--- src/rtl/rf_sb.sv ---
// rf_sb -- parametrised 2-read / 1-write register file with per-register
// scoreboard (busy bits) for pipeline stall generation.
//
// All state updates on the rising edge of clk; rst is synchronous, active-high
// and clears the array, the read registers and the scoreboard.
//
// Ports:
//   clk, rst                 clock and synchronous reset
//   p0_addr, re0 -> p0, p0_busy   read port 0 (1-cycle latency, holds when re0=0)
//   p1_addr, re1 -> p1, p1_busy   read port 1 (same behaviour, independent)
//   dst_addr, dst, we        write port; same-cycle reads of dst_addr see dst
//   rsv_addr, rsv            mark a register busy (pending writer issued)
//   flush                    clear every busy bit
//   busy_vec                 registered scoreboard, bit i = register i busy
//
// Optional feature, macro RF_ZERO_REG_EN: register 0 is hardwired to zero
// (writes ignored, reads return 0, no bypass) and can never become busy.
// Without the macro register 0 is an ordinary register.

module rf_sb #(
  parameter  int DATA_W   = 16,
  parameter  int NUM_REGS = 16,
  localparam int AW       = $clog2(NUM_REGS)
) (
  input  logic                clk,
  input  logic                rst,
  input  logic [AW-1:0]       p0_addr,
  input  logic [AW-1:0]       p1_addr,
  input  logic                re0,
  input  logic                re1,
  output logic [DATA_W-1:0]   p0,
  output logic [DATA_W-1:0]   p1,
  output logic                p0_busy,
  output logic                p1_busy,
  input  logic [AW-1:0]       dst_addr,
  input  logic [DATA_W-1:0]   dst,
  input  logic                we,
  input  logic [AW-1:0]       rsv_addr,
  input  logic                rsv,
  input  logic                flush,
  output logic [NUM_REGS-1:0] busy_vec
);

`ifdef RF_ZERO_REG_EN
  localparam bit ZERO_REG_EN = 1'b1;
`else
  localparam bit ZERO_REG_EN = 1'b0;
`endif

  logic [DATA_W-1:0]   mem_reg [NUM_REGS];
  logic [NUM_REGS-1:0] busy_reg;
  logic [NUM_REGS-1:0] busy_next;

  logic                we_eff;
  logic                rsv_eff;
  logic [DATA_W-1:0]   p0_next;
  logic [DATA_W-1:0]   p1_next;
  logic                p0_busy_next;
  logic                p1_busy_next;

  // With the zero register enabled, writes and reservations of register 0
  // are dropped here so that the array, the bypass and the scoreboard all
  // see the same filtered request.
  assign we_eff  = we  && !(ZERO_REG_EN && (dst_addr == '0));
  assign rsv_eff = rsv && !(ZERO_REG_EN && (rsv_addr == '0));

  // ---------------------------------------------------------------------------
  // Register array
  // ---------------------------------------------------------------------------
  always_ff @(posedge clk) begin
    if (rst) begin
      for (int i = 0; i < NUM_REGS; i++) begin
        mem_reg[i] <= '0;
      end
    end else if (we_eff) begin
      mem_reg[dst_addr] <= dst;
    end
  end

  // ---------------------------------------------------------------------------
  // Read data selection: bypass the incoming write so a same-cycle read never
  // returns the stale array value.
  // ---------------------------------------------------------------------------
  always_comb begin
    p0_next = mem_reg[p0_addr];
    if (we_eff && (p0_addr == dst_addr)) begin
      p0_next = dst;
    end
    if (ZERO_REG_EN && (p0_addr == '0)) begin
      p0_next = '0;
    end
  end

  always_comb begin
    p1_next = mem_reg[p1_addr];
    if (we_eff && (p1_addr == dst_addr)) begin
      p1_next = dst;
    end
    if (ZERO_REG_EN && (p1_addr == '0)) begin
      p1_next = '0;
    end
  end

  // Reported busy status includes this cycle's write-clear but not this
  // cycle's reserve, so a bypassed read is never flagged busy.
  assign p0_busy_next = busy_reg[p0_addr] && !(we && (dst_addr == p0_addr));
  assign p1_busy_next = busy_reg[p1_addr] && !(we && (dst_addr == p1_addr));

  always_ff @(posedge clk) begin
    if (rst) begin
      p0      <= '0;
      p1      <= '0;
      p0_busy <= 1'b0;
      p1_busy <= 1'b0;
    end else begin
      if (re0) begin
        p0      <= p0_next;
        p0_busy <= p0_busy_next;
      end
      if (re1) begin
        p1      <= p1_next;
        p1_busy <= p1_busy_next;
      end
    end
  end

  // ---------------------------------------------------------------------------
  // Scoreboard: per-bit priority flush > reserve > write-clear > hold.
  // Reserve beating write-clear keeps the bit set when a new writer is issued
  // in the same cycle the previous one retires.
  // ---------------------------------------------------------------------------
  generate
    for (genvar gi = 0; gi < NUM_REGS; gi++) begin : g_busy
      always_comb begin
        busy_next[gi] = busy_reg[gi];
        if (flush) begin
          busy_next[gi] = 1'b0;
        end else if (rsv_eff && (rsv_addr == AW'(gi))) begin
          busy_next[gi] = 1'b1;
        end else if (we && (dst_addr == AW'(gi))) begin
          busy_next[gi] = 1'b0;
        end
      end
    end
  endgenerate

  always_ff @(posedge clk) begin
    if (rst) begin
      busy_reg <= '0;
    end else begin
      busy_reg <= busy_next;
    end
  end

  assign busy_vec = busy_reg;

endmodule

--- config.mk ---
export PLATFORM = sky130hd
export DESIGN_NAME = rf_sb
export DESIGN_NICKNAME = d
export VERILOG_FILES = /design/src/rtl/rf_sb.sv
export SDC_FILE = /design/constraint.sdc
export NUM_CORES = 1
export LEC_CHECK = 0
export ABC_AREA = 1
export BUFFER_PORTS_ARGS = -buffer_cell sky130_fd_sc_hd__buf_2
export CAP_MARGIN = 20
export CORE_UTILIZATION = 40
export CTS_CLUSTER_DIAMETER = 40
export DETAILED_ROUTE_END_ITERATION = 10
export PLACE_DENSITY_LB_ADDON = 0.08
export SLEW_MARGIN = 0
export SYNTH_ARGS = -nofsm -noshare
export SYNTH_HDL_FRONTEND = slang
export SYNTH_SLANG_ARGS = --single-unit
--- constraint.sdc ---
create_clock -name clk -period 2.2 [get_ports clk]
set_clock_uncertainty 0.2 [all_clocks]
set_input_delay 0.44 -clock clk [delete_from_list [all_inputs] [get_ports clk]]
set_output_delay 0.44 -clock clk [all_outputs]
set_load 0.02 [all_outputs]
# --- Word level (Yosys, flattened, before mapping) ---
# Memories as Yosys holds them, arrays and structs flattened. A register that Yosys moved wholly into a read port is not among the register bits.
# Index checks and enable logic that the tools add are counted.
classes:
  n_lt_le_gt_ge: 2
  n_eq_ne: 32
  n_mux: 44
  n_reduce_logical: 58
ops:
  columns: ["op", "n"]
  rows:
  - ["4-bit == test (second input constant)", 16]
  - ["1-bit two-way mux", 40]
  - ["1-bit logical AND", 36]
  - ["4-bit by 3-bit == test with 1-bit output (second input constant)", 8]
  - ["2-bit nonzero test", 16]
  - ["4-bit by 2-bit == test with 1-bit output (second input constant)", 4]
  - ["16-bit two-way mux", 1]
  - ["16-bit OR reduction", 1]
  - ["4-bit by 5-bit less-than comparator with 1-bit output (second input constant)", 2]
  - ["1-bit binary-select mux with 4-bit select", 2]
  - ["4-bit by 1-bit == test with 1-bit output (second input constant)", 2]
  - ["4-bit == test", 2]
  - ["4-bit zero test", 2]
  - ["4-bit two-way mux", 1]
  - ["1-bit zero test", 2]
  - ["2-bit OR reduction", 1]
totals:
  register_bits: 18
  ram_bits: 256
  inputBits: 39
  output_inout_bits: 50
  word_cells: 155
  memories: 1
memory_table:
  columns: ["name", "depth", "width", "read_ports", "rd_ports_with_merged_regs", "wr", "line_no", "rtl"]
  rows:
  - ["mem_reg", 16, 16, 2, 2, 16, "50", "logic [DATA_W-1:0] mem_reg [NUM_REGS];"]

# --- Depth between registers and ports, before layout ---
depth:
  depth_word: 5
  ltp_mapped: 11
  depth_no_buf: 8

# --- Least setup slack after synthesis ---
# No wires, ideal clock.
synth_timing:
  path_kind: "in2reg"
  from: "input port rst"
  to: "memory mem_reg[0][0], enable pin"
  setup_ps: 363
  arrival_ps: 1406
  t_required_ps: 1637
  slack_ps: 231
  path_stages: 4
  path_buffers: 2
  cell_sequence: "inv_1 clkbuf_1 clkbuf_1 nand2_1"
synth_rtl:
  columns: ["element", "line_no", "rtl"]
  rows:
  - ["from (decl)", "26", "input logic rst,"]
  - ["to (decl)", "50", null]

# --- Worst setup path in the final report ---
layout_timing:
  from: "register busy_reg[0] (netlist: busy_vec[0])"
  to: "output port busy_vec[0]"
layout_rtl:
  columns: ["element", "line_no", "rtl"]
  rows:
  - ["from (decl)", "51", "logic [NUM_REGS-1:0] busy_reg;"]
  - ["from (signal assigned)", "151", "busy_reg <= busy_next;"]
  - ["to (decl)", "41", "output logic [NUM_REGS-1:0] busy_vec"]
# No word-level cell between the ends.

==> metrics.txt <==
# clock sinks=306; clock transition at the registers of the reported paths=50 ps; DR iter-0 viols=1747; Buf/Inv on CP=1; met1 track demand over resource=38.4%; largest net degree at the start of global routing=63; drt total wl=64.7 mm; die width=208 um; crit end category=output pin; Yosys cell types=28; Crit Path Max Fanout=4; RSZ-0062 raised after global routing=false; final hold viol count=0; Post-CTS Setup Bufs=0; Rel. slew slack=44.3%; mapped cell area=17000 um^2; Final min period=1950 ps; Initial Utilization=40.6%; GR Util All Layers=30.1%; max-cap violation count=0; syn nets=2212; fin cells=2872; Num CTS Buffers=59; Top Usage Layer GRT=met2; Seq/Total Area, Yosys=51.1%; CP required=1560 ps; Post-DP Area=18700 um^2; static leakage=9.04 nW; core area=41900 um^2; Tcrit/Tclk final=88.5%; grt total ovfl=0; worst path cell trace=buf_2; ratio of cells with drive above 1 in the final layout=14.0%; Post-Place Worst Slack=-77.3 ps; Layout area overhead=22.8%; syn_area_per_cell=7.83 um^2; WL/cell=22.5 um; CTS root buf=clkbuf_16; Ports=89; Fill cells=4046; die height=208 um; cell count after placement=2754; Die ar.=43400 um^2; synth cell count leaders=nand2_1 (458), nand3_1 (340), nor2_1 (339); hpwl dp=43.3 mm; Global Route met3 Usage=4.83%; router iterations before antenna repair=6; Total Power=18.7 mW; Worst-Margin Slew=830 ps; Hold Path Class=input port to register; Setup CP Type=register to output pin; worst setup margin=253 ps; Main synth FF type=edfxtp_1; delay-heaviest family, CP=flip-flops; top-count cell post-synth=nand2_1; Final setup viols=0; layout net count=2321; number of flip-flops under the largest register name=256; Area contributors post-synth=edfxtp_1 (45%), nand2_1 (10%), nand3_1 (10%); Max Root-Sink Buffers=3; YS warnings=0; fmax=514 MHz; pwr dens=892 nW/um^2; peak supply drop=664 uV; DRC violations left=0; EDFF count, synth=256; CTS tree=built; post-route cell area=20900 um^2; largest area contributor in the netlist=edfxtp_1; Placer Congestion=0.918; Core Util, Final=49.8%; row count=75; Port Buffers=88; final max-slew violation count=0; async set-or-reset flop fraction in the synthesized netlist=0%; Synth Instances=2173; register bit total from synthesis=306; M2 GR Usage=48.4%; Crit-path slowest cell=dfxtp_1; antenna viol nets, final=0; number of vias per cell=5.56; clock latency on the worst-skew pair=620 ps; vias in the first global route=15533; Worst path max stage delay=470 ps; run status=completed; DR vias=15975; first-pass GRT wire length=96.7 mm; top-area cell type share of the netlist area=45.2%; initial antenna violation count=1; crit start category=register; Arr. time, crit path=1310 ps; H-tree levels=2
worst min-delay path, delay by kind of cell:
kind / cells / cell delay, ps
buffers and inverters: 2 / 180
and+or+nand+nor: 1 / 50
through the flow:
step | hold slack (ps) | TNS (ps)
after floorplan | 348 | 0
after global placement | 297 | -218
after detailed placement | 295 | -183
after CTS | 19.2 | 0
after global routing | 36.2 | 0
final | 36.7 | 0
placed cells by master (no fill, tap or decap), types with 7 or more instances in the layout:
master / netlist / routed
inv_2: 6 / 7
clkinv_1: 17 / 22
o21ai_0: 82 / 82
bufinv_16: 0 / 11
a21oi_1: 92 / 92
clkbuf_16: 0 / 61
clkinv_4: 2 / 8
nand3_1: 340 / 340
clkinv_2: 1 / 11
inv_1: 225 / 224
o211ai_1: 104 / 104
dfxtp_1: 50 / 50
edfxtp_1: 256 / 256
nor2_1: 339 / 339
nand4_1: 15 / 15
clkbuf_1: 101 / 10
a21oi_2: 7 / 7
buf_2: 37 / 84
buf_4: 0 / 81
buf_12: 0 / 35
nand2_1: 458 / 458
path summary, 6_finish.rpt:
check / startpoint / slack, ps / cells past startpoint / endpoint
setup / recovery: busy_vec[0] / 250 / 1 / busy_vec[0]
hold / removal: dst[13] / 40 / 3 / mem_reg[7][13]
setup reg to reg: busy_vec[15] / 610 / 8 / p0_busy
hold reg to reg: busy_vec[9] / 310 / 2 / busy_vec[9]
routing by layer:
metal	vias up	routed length, um
met2	727	30100
met1	7643	26500
li1	7454	-
met5	-	0
met4	0	3400
met3	151	4660
layout make-up:
| cell class | instances | area [um^2] | share of cell area (%) |
|---|---|---|---|
| multi-input cells | 1456 | 6670 | 31.9 |
| flip-flops and latches | 306 | 8690 | 41.6 |
| repair buffers | 208 | 1810 | 8.67 |
| well taps | 539 | 674 | 3.23 |
| clock inverters | 37 | 500 | 2.39 |
| inverters | 251 | 953 | 4.56 |
| diodes | 1 | 2.50 | 0.0120 |
| clock buffers | 74 | 1610 | 7.68 |
power breakdown:
group / leakage [nW] / switching, mW / internal (mW)
Clock: 1.03 / 3.19 / 6.43
Sequential: 2.86 / 0.140 / 6.63
Combinational: 5.15 / 1.56 / 0.699
what timing repair did:
item / in CTS / in global routing
hold endpoints to repair: 10 / 0
hold buffers: 6 / 0
resized for setup: 0 / 0
cells by family after synthesis:
logic type | Yosys count | share of synthesized area, %
xor+xnor | 2 | 0.147
compound gates | 289 | 10.2
flops | 306 | 51.1
simple gates | 1165 | 28.8
buf+inv | 411 | 9.76
Note: power is estimated with default switching activity, not from simulation.
